<file path="config.mk">
export PLATFORM = sky130hd
export DESIGN_NAME = alu_mdu_flat
export DESIGN_NICKNAME = d
export VERILOG_FILES = /design/src/rtl/alu_mdu_pkg.sv /design/src/rtl/alu_mdu_if.sv /design/src/rtl/alu_mdu_iter.sv /design/src/rtl/alu_mdu.sv /design/src/flat_wrapper.sv
export SDC_FILE = /design/constraint.sdc
export NUM_CORES = 1
export LEC_CHECK = 0
export ABC_CLOCK_PERIOD_IN_PS = 7600
export CAP_MARGIN = 20
export CELL_PAD_IN_SITES_DETAIL_PLACEMENT = 2
export CELL_PAD_IN_SITES_GLOBAL_PLACEMENT = 2
export CORE_ASPECT_RATIO = 0.5
export CORE_MARGIN = 2
export CORE_UTILIZATION = 36
export DETAILED_ROUTE_END_ITERATION = 10
export PLACE_DENSITY_LB_ADDON = 0.12
export SLEW_MARGIN = 10
export SYNTH_ARGS = -nofsm -noshare
export SYNTH_HDL_FRONTEND = slang
export SYNTH_HIERARCHICAL = 1
export SYNTH_SLANG_ARGS = --single-unit
</file>
<file path="constraint.sdc">
create_clock -name clk -period 7.6 [get_ports clk]
set_input_delay 1.52 -clock clk [delete_from_list [all_inputs] [get_ports clk]]
set_output_delay 1.52 -clock clk [all_outputs]
set_load 0.02 [all_outputs]
</file>
<file path="src/rtl/alu_mdu_pkg.sv">
`default_nettype none
// ============================================================================
//  Module   : alu_mdu_pkg
//  Brief    : Shared op encodings, FSM states and helpers for alu_mdu.
//  Revision : 1.0 - initial release
// ============================================================================
package alu_mdu_pkg;

    localparam int OP_W = 4;

    typedef enum logic [OP_W-1:0] {
        OP_ADD   = 4'd0,
        OP_SUB   = 4'd1,
        OP_AND   = 4'd2,
        OP_OR    = 4'd3,
        OP_XOR   = 4'd4,
        OP_SLT   = 4'd5,
        OP_SLL   = 4'd6,
        OP_SRA   = 4'd7,
        OP_SLTU  = 4'd8,
        OP_SRL   = 4'd9,
        OP_MUL   = 4'd10,
        OP_MULHU = 4'd11,
        OP_DIVU  = 4'd12,
        OP_REMU  = 4'd13,
        OP_RSV14 = 4'd14,
        OP_RSV15 = 4'd15
    } alu_op_t;

    typedef enum logic [1:0] {
        IDLE = 2'd0,
        CALC = 2'd1,
        DONE = 2'd2
    } alu_state_t;

    function automatic logic is_mdu_op(input alu_op_t op);
        return op inside {OP_MUL, OP_MULHU, OP_DIVU, OP_REMU};
    endfunction

endpackage
`default_nettype wire

</file>
<file path="src/rtl/alu_mdu_if.sv">
`default_nettype none
// ============================================================================
//  Module   : alu_mdu_if
//  Brief    : Request/response handshake bundle between EX-stage and alu_mdu.
//  Revision : 1.0 - initial release
// ============================================================================
interface alu_mdu_if #(
    parameter int WIDTH = 32
);
    import alu_mdu_pkg::*;

    logic                in_valid;
    logic                in_ready;
    logic [OP_W-1:0]     op;
    logic [WIDTH-1:0]    src_a;
    logic [WIDTH-1:0]    src_b;
    logic                out_valid;
    logic                out_ready;
    logic [WIDTH-1:0]    result;
    logic                zero;
    logic                busy;

    modport master (
        output in_valid, op, src_a, src_b, out_ready,
        input  in_ready, out_valid, result, zero, busy
    );

    modport slave (
        input  in_valid, op, src_a, src_b, out_ready,
        output in_ready, out_valid, result, zero, busy
    );

endinterface
`default_nettype wire

</file>
<file path="src/rtl/alu_mdu_iter.sv">
`default_nettype none
// ============================================================================
//  Module   : alu_mdu_iter
//  Brief    : One-bit-per-step shift-add multiplier / restoring divider.
//  Revision : 1.0 - initial release
// ============================================================================
module alu_mdu_iter #(
    parameter int WIDTH = 32
) (
    input  logic             clk,
    input  logic             reset,
    input  logic             start_i,
    input  logic             step_i,
    input  logic             mode_i,      // 1 = divide, 0 = multiply
    input  logic [WIDTH-1:0] a_i,
    input  logic [WIDTH-1:0] b_i,
    output logic [WIDTH-1:0] prod_lo_o,
    output logic [WIDTH-1:0] prod_hi_o,
    output logic [WIDTH-1:0] quot_o,
    output logic [WIDTH-1:0] rem_o
);

    // hi/lo hold {product high, product low} or {remainder, quotient}
    logic [WIDTH-1:0] hi_q, lo_q, b_q;
    logic             div_q;
    logic [WIDTH-1:0] hi_d, lo_d;
    logic [WIDTH:0]   sum, rem_sh, diff;

    always_comb begin
        sum    = {1'b0, hi_q} + (lo_q[0] ? {1'b0, b_q} : '0);
        rem_sh = {hi_q, lo_q[WIDTH-1]};
        diff   = rem_sh - {1'b0, b_q};
        hi_d   = sum[WIDTH:1];
        lo_d   = {sum[0], lo_q[WIDTH-1:1]};
        if (div_q) begin
            if (diff[WIDTH]) begin
                hi_d = rem_sh[WIDTH-1:0];
                lo_d = {lo_q[WIDTH-2:0], 1'b0};
            end else begin
                hi_d = diff[WIDTH-1:0];
                lo_d = {lo_q[WIDTH-2:0], 1'b1};
            end
        end
    end

    always_ff @(posedge clk) begin
        if (reset) begin
            hi_q  <= '0;
            lo_q  <= '0;
            b_q   <= '0;
            div_q <= 1'b0;
        end else if (start_i) begin
            hi_q  <= '0;
            lo_q  <= a_i;
            b_q   <= b_i;
            div_q <= mode_i;
        end else if (step_i) begin
            hi_q  <= hi_d;
            lo_q  <= lo_d;
        end
    end

    // Outputs present the value after the step in progress, so the parent
    // can register the final answer on the last CALC edge.
    assign prod_lo_o = lo_d;
    assign prod_hi_o = hi_d;
    assign quot_o    = lo_d;
    assign rem_o     = hi_d;

endmodule
`default_nettype wire

</file>
<file path="src/rtl/alu_mdu.sv">
`default_nettype none
// ============================================================================
//  Module   : alu_mdu
//  Brief    : Handshaked EX-stage ALU; ALU_MDU_MUL_DIV_EN adds iterative
//             MUL/MULHU/DIVU/REMU (otherwise ops 10-13 are reserved).
//  Revision : 1.0 - initial release
// ============================================================================
module alu_mdu
    import alu_mdu_pkg::*;
#(
    parameter int WIDTH = 32
) (
    input  logic     clk,
    input  logic     reset,
    alu_mdu_if.slave bus
);

    localparam int SHW = $clog2(WIDTH);

    alu_state_t       state_q;
    logic [WIDTH-1:0] result_q;
    logic [WIDTH-1:0] alu_res;
    logic [SHW-1:0]   shamt;
    alu_op_t          op_in;
    logic             accept;

    assign op_in         = alu_op_t'(bus.op);
    assign shamt         = bus.src_b[SHW-1:0];
    assign bus.in_ready  = (state_q == IDLE) || (state_q == DONE && bus.out_ready);
    assign accept        = bus.in_valid && bus.in_ready;
    assign bus.out_valid = (state_q == DONE);
    assign bus.result    = result_q;
    assign bus.zero      = (result_q == '0);

    always_comb begin
        alu_res = '0;
        case (op_in)
            OP_ADD:  alu_res = bus.src_a + bus.src_b;
            OP_SUB:  alu_res = bus.src_a - bus.src_b;
            OP_AND:  alu_res = bus.src_a & bus.src_b;
            OP_OR:   alu_res = bus.src_a | bus.src_b;
            OP_XOR:  alu_res = bus.src_a ^ bus.src_b;
            OP_SLT:  alu_res = {{(WIDTH-1){1'b0}}, ($signed(bus.src_a) < $signed(bus.src_b))};
            OP_SLL:  alu_res = bus.src_a << shamt;
            OP_SRA:  alu_res = $signed(bus.src_a) >>> shamt;
            OP_SLTU: alu_res = {{(WIDTH-1){1'b0}}, (bus.src_a < bus.src_b)};
            OP_SRL:  alu_res = bus.src_a >> shamt;
            default: alu_res = '0;
        endcase
    end

`ifdef ALU_MDU_MUL_DIV_EN
    localparam int CNT_W = SHW + 1;

    logic [CNT_W-1:0] cnt_q;
    alu_op_t          op_q;
    logic [WIDTH-1:0] prod_lo, prod_hi, quot, rem, mdu_res;

    alu_mdu_iter #(
        .WIDTH (WIDTH)
    ) u_iter (
        .clk       (clk),
        .reset     (reset),
        .start_i   (accept && is_mdu_op(op_in)),
        .step_i    (state_q == CALC),
        .mode_i    (op_in inside {OP_DIVU, OP_REMU}),
        .a_i       (bus.src_a),
        .b_i       (bus.src_b),
        .prod_lo_o (prod_lo),
        .prod_hi_o (prod_hi),
        .quot_o    (quot),
        .rem_o     (rem)
    );

    always_comb begin
        mdu_res = rem;
        case (op_q)
            OP_MUL:   mdu_res = prod_lo;
            OP_MULHU: mdu_res = prod_hi;
            OP_DIVU:  mdu_res = quot;
            default:  mdu_res = rem;
        endcase
    end

    assign bus.busy = (state_q == CALC);

    always_ff @(posedge clk) begin
        if (reset) begin
            state_q  <= IDLE;
            result_q <= '0;
            cnt_q    <= '0;
            op_q     <= OP_ADD;
        end else begin
            case (state_q)
                IDLE, DONE: begin
                    if (accept) begin
                        if (is_mdu_op(op_in)) begin
                            state_q <= CALC;
                            cnt_q   <= CNT_W'(WIDTH);
                            op_q    <= op_in;
                        end else begin
                            state_q  <= DONE;
                            result_q <= alu_res;
                        end
                    end else if (state_q == DONE && bus.out_ready) begin
                        state_q <= IDLE;
                    end
                end
                CALC: begin
                    cnt_q <= cnt_q - 1'b1;
                    if (cnt_q == CNT_W'(1)) begin
                        state_q  <= DONE;
                        result_q <= mdu_res;
                    end
                end
                default: state_q <= IDLE;
            endcase
        end
    end
`else
    assign bus.busy = 1'b0;

    always_ff @(posedge clk) begin
        if (reset) begin
            state_q  <= IDLE;
            result_q <= '0;
        end else begin
            case (state_q)
                IDLE, DONE: begin
                    if (accept) begin
                        state_q  <= DONE;
                        result_q <= alu_res;
                    end else if (state_q == DONE && bus.out_ready) begin
                        state_q <= IDLE;
                    end
                end
                default: state_q <= IDLE;
            endcase
        end
    end
`endif

endmodule
`default_nettype wire

</file>
<file path="src/flat_wrapper.sv">
// flat-port wrapper written by rule: the top's interface ports become plain ports
module alu_mdu_flat import alu_mdu_pkg::*;
#(
    parameter int WIDTH = 32
)
  (clk, reset, bus_in_valid, bus_op, bus_src_a, bus_src_b, bus_out_ready, bus_in_ready, bus_out_valid, bus_result, bus_zero, bus_busy);
  alu_mdu_if #(.WIDTH(WIDTH)) bus_i ();
  input  logic clk;
  input  logic reset;
  input wire logic [$bits(bus_i.in_valid)-1:0] bus_in_valid;
  input wire logic [$bits(bus_i.op)-1:0] bus_op;
  input wire logic [$bits(bus_i.src_a)-1:0] bus_src_a;
  input wire logic [$bits(bus_i.src_b)-1:0] bus_src_b;
  input wire logic [$bits(bus_i.out_ready)-1:0] bus_out_ready;
  output wire logic [$bits(bus_i.in_ready)-1:0] bus_in_ready;
  output wire logic [$bits(bus_i.out_valid)-1:0] bus_out_valid;
  output wire logic [$bits(bus_i.result)-1:0] bus_result;
  output wire logic [$bits(bus_i.zero)-1:0] bus_zero;
  output wire logic [$bits(bus_i.busy)-1:0] bus_busy;
  assign bus_i.in_valid = bus_in_valid;
  assign bus_i.op = bus_op;
  assign bus_i.src_a = bus_src_a;
  assign bus_i.src_b = bus_src_b;
  assign bus_i.out_ready = bus_out_ready;
  assign bus_in_ready = bus_i.in_ready;
  assign bus_out_valid = bus_i.out_valid;
  assign bus_result = bus_i.result;
  assign bus_zero = bus_i.zero;
  assign bus_busy = bus_i.busy;
  alu_mdu #(.WIDTH(WIDTH)) u_core (.clk(clk), .reset(reset), .bus(bus_i));
endmodule
</file>
* Word level (Yosys, flattened, before mapping) *
Cells that the tools add are included.
Widths: inputs -> output; s select.

word-level totals
  bits of input ports = 72
  output and inout bits = 36
  register bits after elaboration = 33
  logic and storage cells = 35

operators by class
  reduce and logical (&&, ||, !) cells = 10
  bitwise logic cells = 4
  shift-type cells = 3
  muxes and demuxes = 3
  $lt $le $gt $ge = 2
  $add $sub $neg = 2
  eq/ne operators = 9

operators by type and width
  cell                number
  $pmux 32 s10        1
  $lt 32x32->1        2
  $add 32x32->32      1
  $and 32x32->32      1
  $logic_not 32->1    1
  $or 32x32->32       1
  $shl 32x5->32       1
  $shr 32x5->32       1
  $sshr 32x5->32      1
  $sub 32x32->32      1
  $xor 32x32->32      1
  $eq 4x3->1 const B  4
  $eq 4x2->1 const B  2
  $eq 4x4->1 const B  2
  $eq 4x1->1 const B  1
  $logic_not 4->1     1
  $mux 2              2
  $reduce_or 2->1     2
  $logic_and 1x1->1   2
  $logic_not 2->1     1
  $reduce_and 2->1    1
  $reduce_bool 2->1   1
  $logic_or 1x1->1    1
  $not 1->1           1

* Logic depth before layout (Yosys ltp) *
  word-level depth = 4
  mapped depth = 15
  gate-level depth less buffers = 14

* Worst setup path before layout *
OpenSTA, ideal clock, no wires.

  kind = input port to flip-flop
  start = input bus_src_b[2]
  end = register u_core.result_q[24] (netlist: u_core/bus.result[24])
  path buffers = 2
  slack = 2.859 ns
  arrival time = 4.662 ns
  stages on the path = 14
  setup time = 0.079 ns
  cells stage by stage = inv_1 -> buf_1 -> clkbuf_1 -> ha_1 -> a21o_1 -> a211o_1 -> a21oi_2 -> a22oi_1 -> a31oi_1 -> nor3b_1 -> a2111oi_0 -> o22a_1 -> nand4_1 -> o211ai_1

on the way
  cells in the longest elaborated chain, start to end = 2
  elaborated cells between the ends (all ways) = 6
  those cells by class = add/sub: 2; shift: 3; mux: 1

ends and longest elaborated chain
  what                                    RTL line            RTL
  start: declaration                      flat_wrapper.sv:13  input wire logic [$bits(bus_i.src_b)-1:0] bus_src_b;
  $sub 32x32->32 (tied with other cells)  alu_mdu.sv:39       OP_SUB: alu_res = bus.src_a - bus.src_b;
  $pmux 32 s10 *                          alu_mdu.sv:37       case (op_in)
  end signal: assignment                  alu_mdu.sv:132      result_q <= alu_res;
  end: declaration                        alu_mdu.sv:21       logic [WIDTH-1:0] result_q;

Every way passes the cells marked *; elsewhere a longest branch is shown, timed or not.
A chain may end at the register's enable or synchronous reset.

* Worst setup path in the final report *
  start = input bus_src_a[15]
  end = register u_core.result_q[25] (netlist: u_core/bus.result[25])

on the way
  cells in the longest elaborated chain, start to end = 2
  elaborated cells between the ends (all ways) = 6
  those cells by class = add/sub: 2; shift: 3; mux: 1

ends and longest elaborated chain
  what                                    RTL line            RTL
  start: declaration                      flat_wrapper.sv:12  input wire logic [$bits(bus_i.src_a)-1:0] bus_src_a;
  $sub 32x32->32 (tied with other cells)  alu_mdu.sv:39
  $pmux 32 s10 *                          alu_mdu.sv:37

Marked as above.

==> impl_summary.md <==
CTS
Clock tree synthesis selected as its root buffer the cell clkbuf_16. Clock-pin slew was measured on the worst setup and hold paths at 0.06 ns. The post-CTS resize count is 0. The H-tree depth is 2. The maximum count of clock buffers along a single path is 2. The number of clock sinks seen by CTS is 33. The later pin in the worst-skew pair is clocked with a latency of 0.30 ns. TritonCTS built the clock tree. Hold repair after CTS inserted 0 buffers. The number of buffers inserted by post-CTS setup repair is 0. Counting the buffers created by CTS gives 5.

Pwr
The worst-case IR drop observed on VDD is 76.7 uV. In this run the power density over the cells is 116 nW/um2. The completed layout was analyzed and its total power is 1.29 mW.

Summed over all cells, the static leakage comes to 4.54 nW.

Timing
The count of pins over their slew limit is 0. The number of setup violations in the final report is 0. The count of endpoints failing hold in the final timing report is 0. Clock skew on the completed layout was measured at 0.0124 ns. The tightest hold path in the finished design has a slack of 0.489 ns.

The total negative slack for setup checks is 0 ns. The slew at the pin closest to its max-slew limit is 1.16 ns. The worst max-slew margin expressed relative to the limit is 22.4%. The shortest period the worst path allows is 5.91 ns. Across all setup checks in the final design, the least slack found is 1.69 ns. The ratio of final minimum period to clock period is 77.7%. Setup repair after global routing left no endpoint under its margin. Static timing analysis puts the maximum clock frequency at 169 MHz.

Synthesis
The number of enable flip-flop cells after synthesis is 0. The post-synthesis cell type count is 78. The part of the Yosys area used for sequential elements is 6.88%. The net count of the mapped netlist is 1548. The total standard cell area after synthesis is 9600 um2. The synthesized area per cell is 6.97 um2. For this run, the leading register cell type out of synthesis is dfxtp_1.

The async set or reset register ratio after synthesis is 0%. The warning count from the yosys run is 6. After technology mapping, the gate count stands at 1377. The synthesized design contains 33 register bits.

Worst setup path
For the worst setup path, the data required time is 7.78 ns. The critical path class is input pin to flop. The biggest cell delay along the critical path is 0.87 ns. The worst setup path is launched from an input pin. The cell with the largest stage delay on the worst path is clkdlybuf4s50_1. Traced cell by cell, the critical path runs through clkdlybuf4s50_1 -> inv_1 -> ha_1 -> nor4_1 -> nand2_1 -> a211oi_1 -> a21oi_1 -> o2111ai_1 -> nand2_1 -> o31ai_1 -> xnor2_1 -> nor2_1 -> o41a_1. The number of buffers and inverters on the critical path is 2. STA classifies the critical path endpoint as a flop.

The biggest fanout along the worst timing path is 11. The family with the most delay on the worst path is compound AO/OA/AOI/OAI gates. In this design, the critical path's most frequently occurring cell is nand2_1. STA puts the critical path data arrival time at 6.08 ns.

Run
The number of max-capacitance violations reported is 0.

GRT
The initial antenna violation count is 12. Summed over all layers, the global routing overflow is 0. The via count of the first global-routing pass was 12300. In the global route stage, overall resource usage came out at 41.5%. The wire length of the first global-routing pass is 85800 um. Entering global routing, the biggest net connects 70 pins.

Detailed routing
The number of DRC markers in iteration 0 is 1527. The average routed wire per standard cell is 33.8 um. After detailed routing, the number of remaining DRC violations is 0.

The total wirelength of the detailed-routed design is 59900 um. The first detailed-routing pass took 6 iterations. The total via count in the routed design is 12300.

The number of vias per cell after detailed routing is 6.93. The count of nets left with antenna violations once routing finished came out at 0.

Finish
The share of cells above drive strength 1 is 8.53%. The relative area change from synthesis to final layout is 15.7%. The core occupancy in the finished layout is 42.2%.

In the final design database the tool counted 1588 nets.

Floorplan
The top-level I/O count is 108. Once the floorplan was initialized, standard cells occupied 36.5% of the core. The die is 235 um wide. The placement row count is 42.

The standard cell core area is 26300 um2. The vertical extent of the die is 119 um. The die covers 28100 um2.

Place
Before CTS, the worst setup slack after placement is 1.63 ns. The routability-driven placement congestion ratio is 1.03. In this run the tool buffered the top-level ports with 106 buffer cells. The placed wire-length estimate is 48400 um.

Run status
The run finished with clean final reports.

Hold path
The class of the worst hold path is flop to flop.
[registers in the layout, summed over array words and instances, names as in the netlist]
register and count:
u_core/bus.result 32, u_core/state_q 1
[worst reg2reg max path, delay by kind of cell (launching register included)]
kind,cells,cell delay [ns]
flip-flops,1,0.31
AO/OA/AOI/OAI,3,1.34
buffers and inverters,1,0.27
AND/OR/NAND/NOR,5,0.80
[cells in the mapped netlist, types with 15 or more instances]
cell type	n	area share (%)
nand4_1	15	0.98
nor3_1	31	1.6
inv_1	98	3.8
o21ai_0	102	5.3
nor4_1	17	1.1
a211oi_1	31	2.4
clkbuf_1	73	2.9
ha_1	97	13
dfxtp_1	33	6.9
nand2_1	136	5.3
nand3_1	26	1.4
a21oi_1	131	6.8
nor2_1	138	5.4
o211ai_1	27	2.1
a21o_1	30	2.3
buf_2	20	1.0
a22oi_1	20	1.6
mux2i_1	37	3.9
a221oi_1	19	1.7
xnor2_1	17	1.6
mux4_2	42	9.9
[area by class of cell]
class                   count  area (um2)
clock buffers               5         125
inverters                 102         383
well taps                 352         440
multi-input cells        1135        8150
repair buffers            140        1300
flip-flops and latches     33         661
clock inverters             3        46.3
diodes                      4        10.0
fillers                  3107       15200
[layer usage]
metal / up-vias / GRT usage (%) / wire, um
li1: 5220 / - / -
met1: 6285 / 57.6 / 27100
met2: 691 / 56.2 / 23000
met3: 84 / 22.8 / 8910
met4: 8 / 7.00 / 887
met5: - / 0 / 54
[worst paths after layout]
check,from,end,slack (ns),cells after the start
worst min register to register,u_core/bus.result[4]$_SDFFE_PP0P_,u_core/bus.result[4]$_SDFFE_PP0P_,0.49,2
worst min-delay path,u_core/bus.result[4]$_SDFFE_PP0P_,u_core/bus.result[4]$_SDFFE_PP0P_,0.49,2
worst max-delay path,bus_src_a[15],u_core/bus.result[25]$_SDFFE_PP0P_,1.69,13
worst max register to register,u_core/state_q[1]$_SDFFE_PP0P_,u_core/bus.result[28]$_SDFFE_PP0P_,4.77,9
[power breakdown]
| part | leakage (nW) | switching (mW) | internal (mW) |
|---|---|---|---|
| logic | 4.19 | 0.554 | 0.284 |
| registers | 0.269 | 0.0120 | 0.182 |
| clock network | 0.0800 | 0.0970 | 0.156 |
| total | 4.54 | 0.663 | 0.622 |
[cells by family (layout without fill, tap and decap cells)]
kind of cell | count (synthesis) | after routing | share of synthesized area, %
muxes | 83 | 83 | 14.2
AOI/OAI and AO/OA | 516 | 516 | 36.1
xor gates and xnor gates | 18 | 18 | 1.64
DFF | 33 | 33 | 6.88
other | 1 | 5 | 0.0391
buffers and inverters | 209 | 250 | 8.66
adders and majority gates | 99 | 99 | 13.1
and+or+nand+nor | 418 | 418 | 19.5
[cells in the final DEF, fill, tap and decap left out, drive strengths merged, types with 5 or more instances in the layout]
cell type      instances
mux4                  42
nor2                 138
a21o                  30
clkbuf                 6
o31ai                 14
nor3                  31
o2111ai                9
o21ai                104
nand3                 26
inv                   98
ha                    97
buf                   36
a21oi                132
nor4                  17
nor2b                  9
a221o                  7
a211oi                32
clkdlybuf4s50        102
dfxtp                 33
a221oi                20
or2                   10
xnor2                 17
nand2b                12
a222oi                 5
mux2i                 37
o21a                  13
a2111oi                8
clkinv                 5
a211o                  7
a22oi                 21
a31oi                 14
nand4                 15
o211ai                27
o21bai                13
and3                  10
a311oi                 9
nand2                136
o22ai                  6
[through the flow]
stage,instances,instance area [um2]
global route,1770,11100
detailed placement,1761,10900
floorplan,1377,9600
CTS,1769,11100
finish,1774,11100
global placement,1759,10900
No activity file was read; power rests on OpenSTA's default activity.
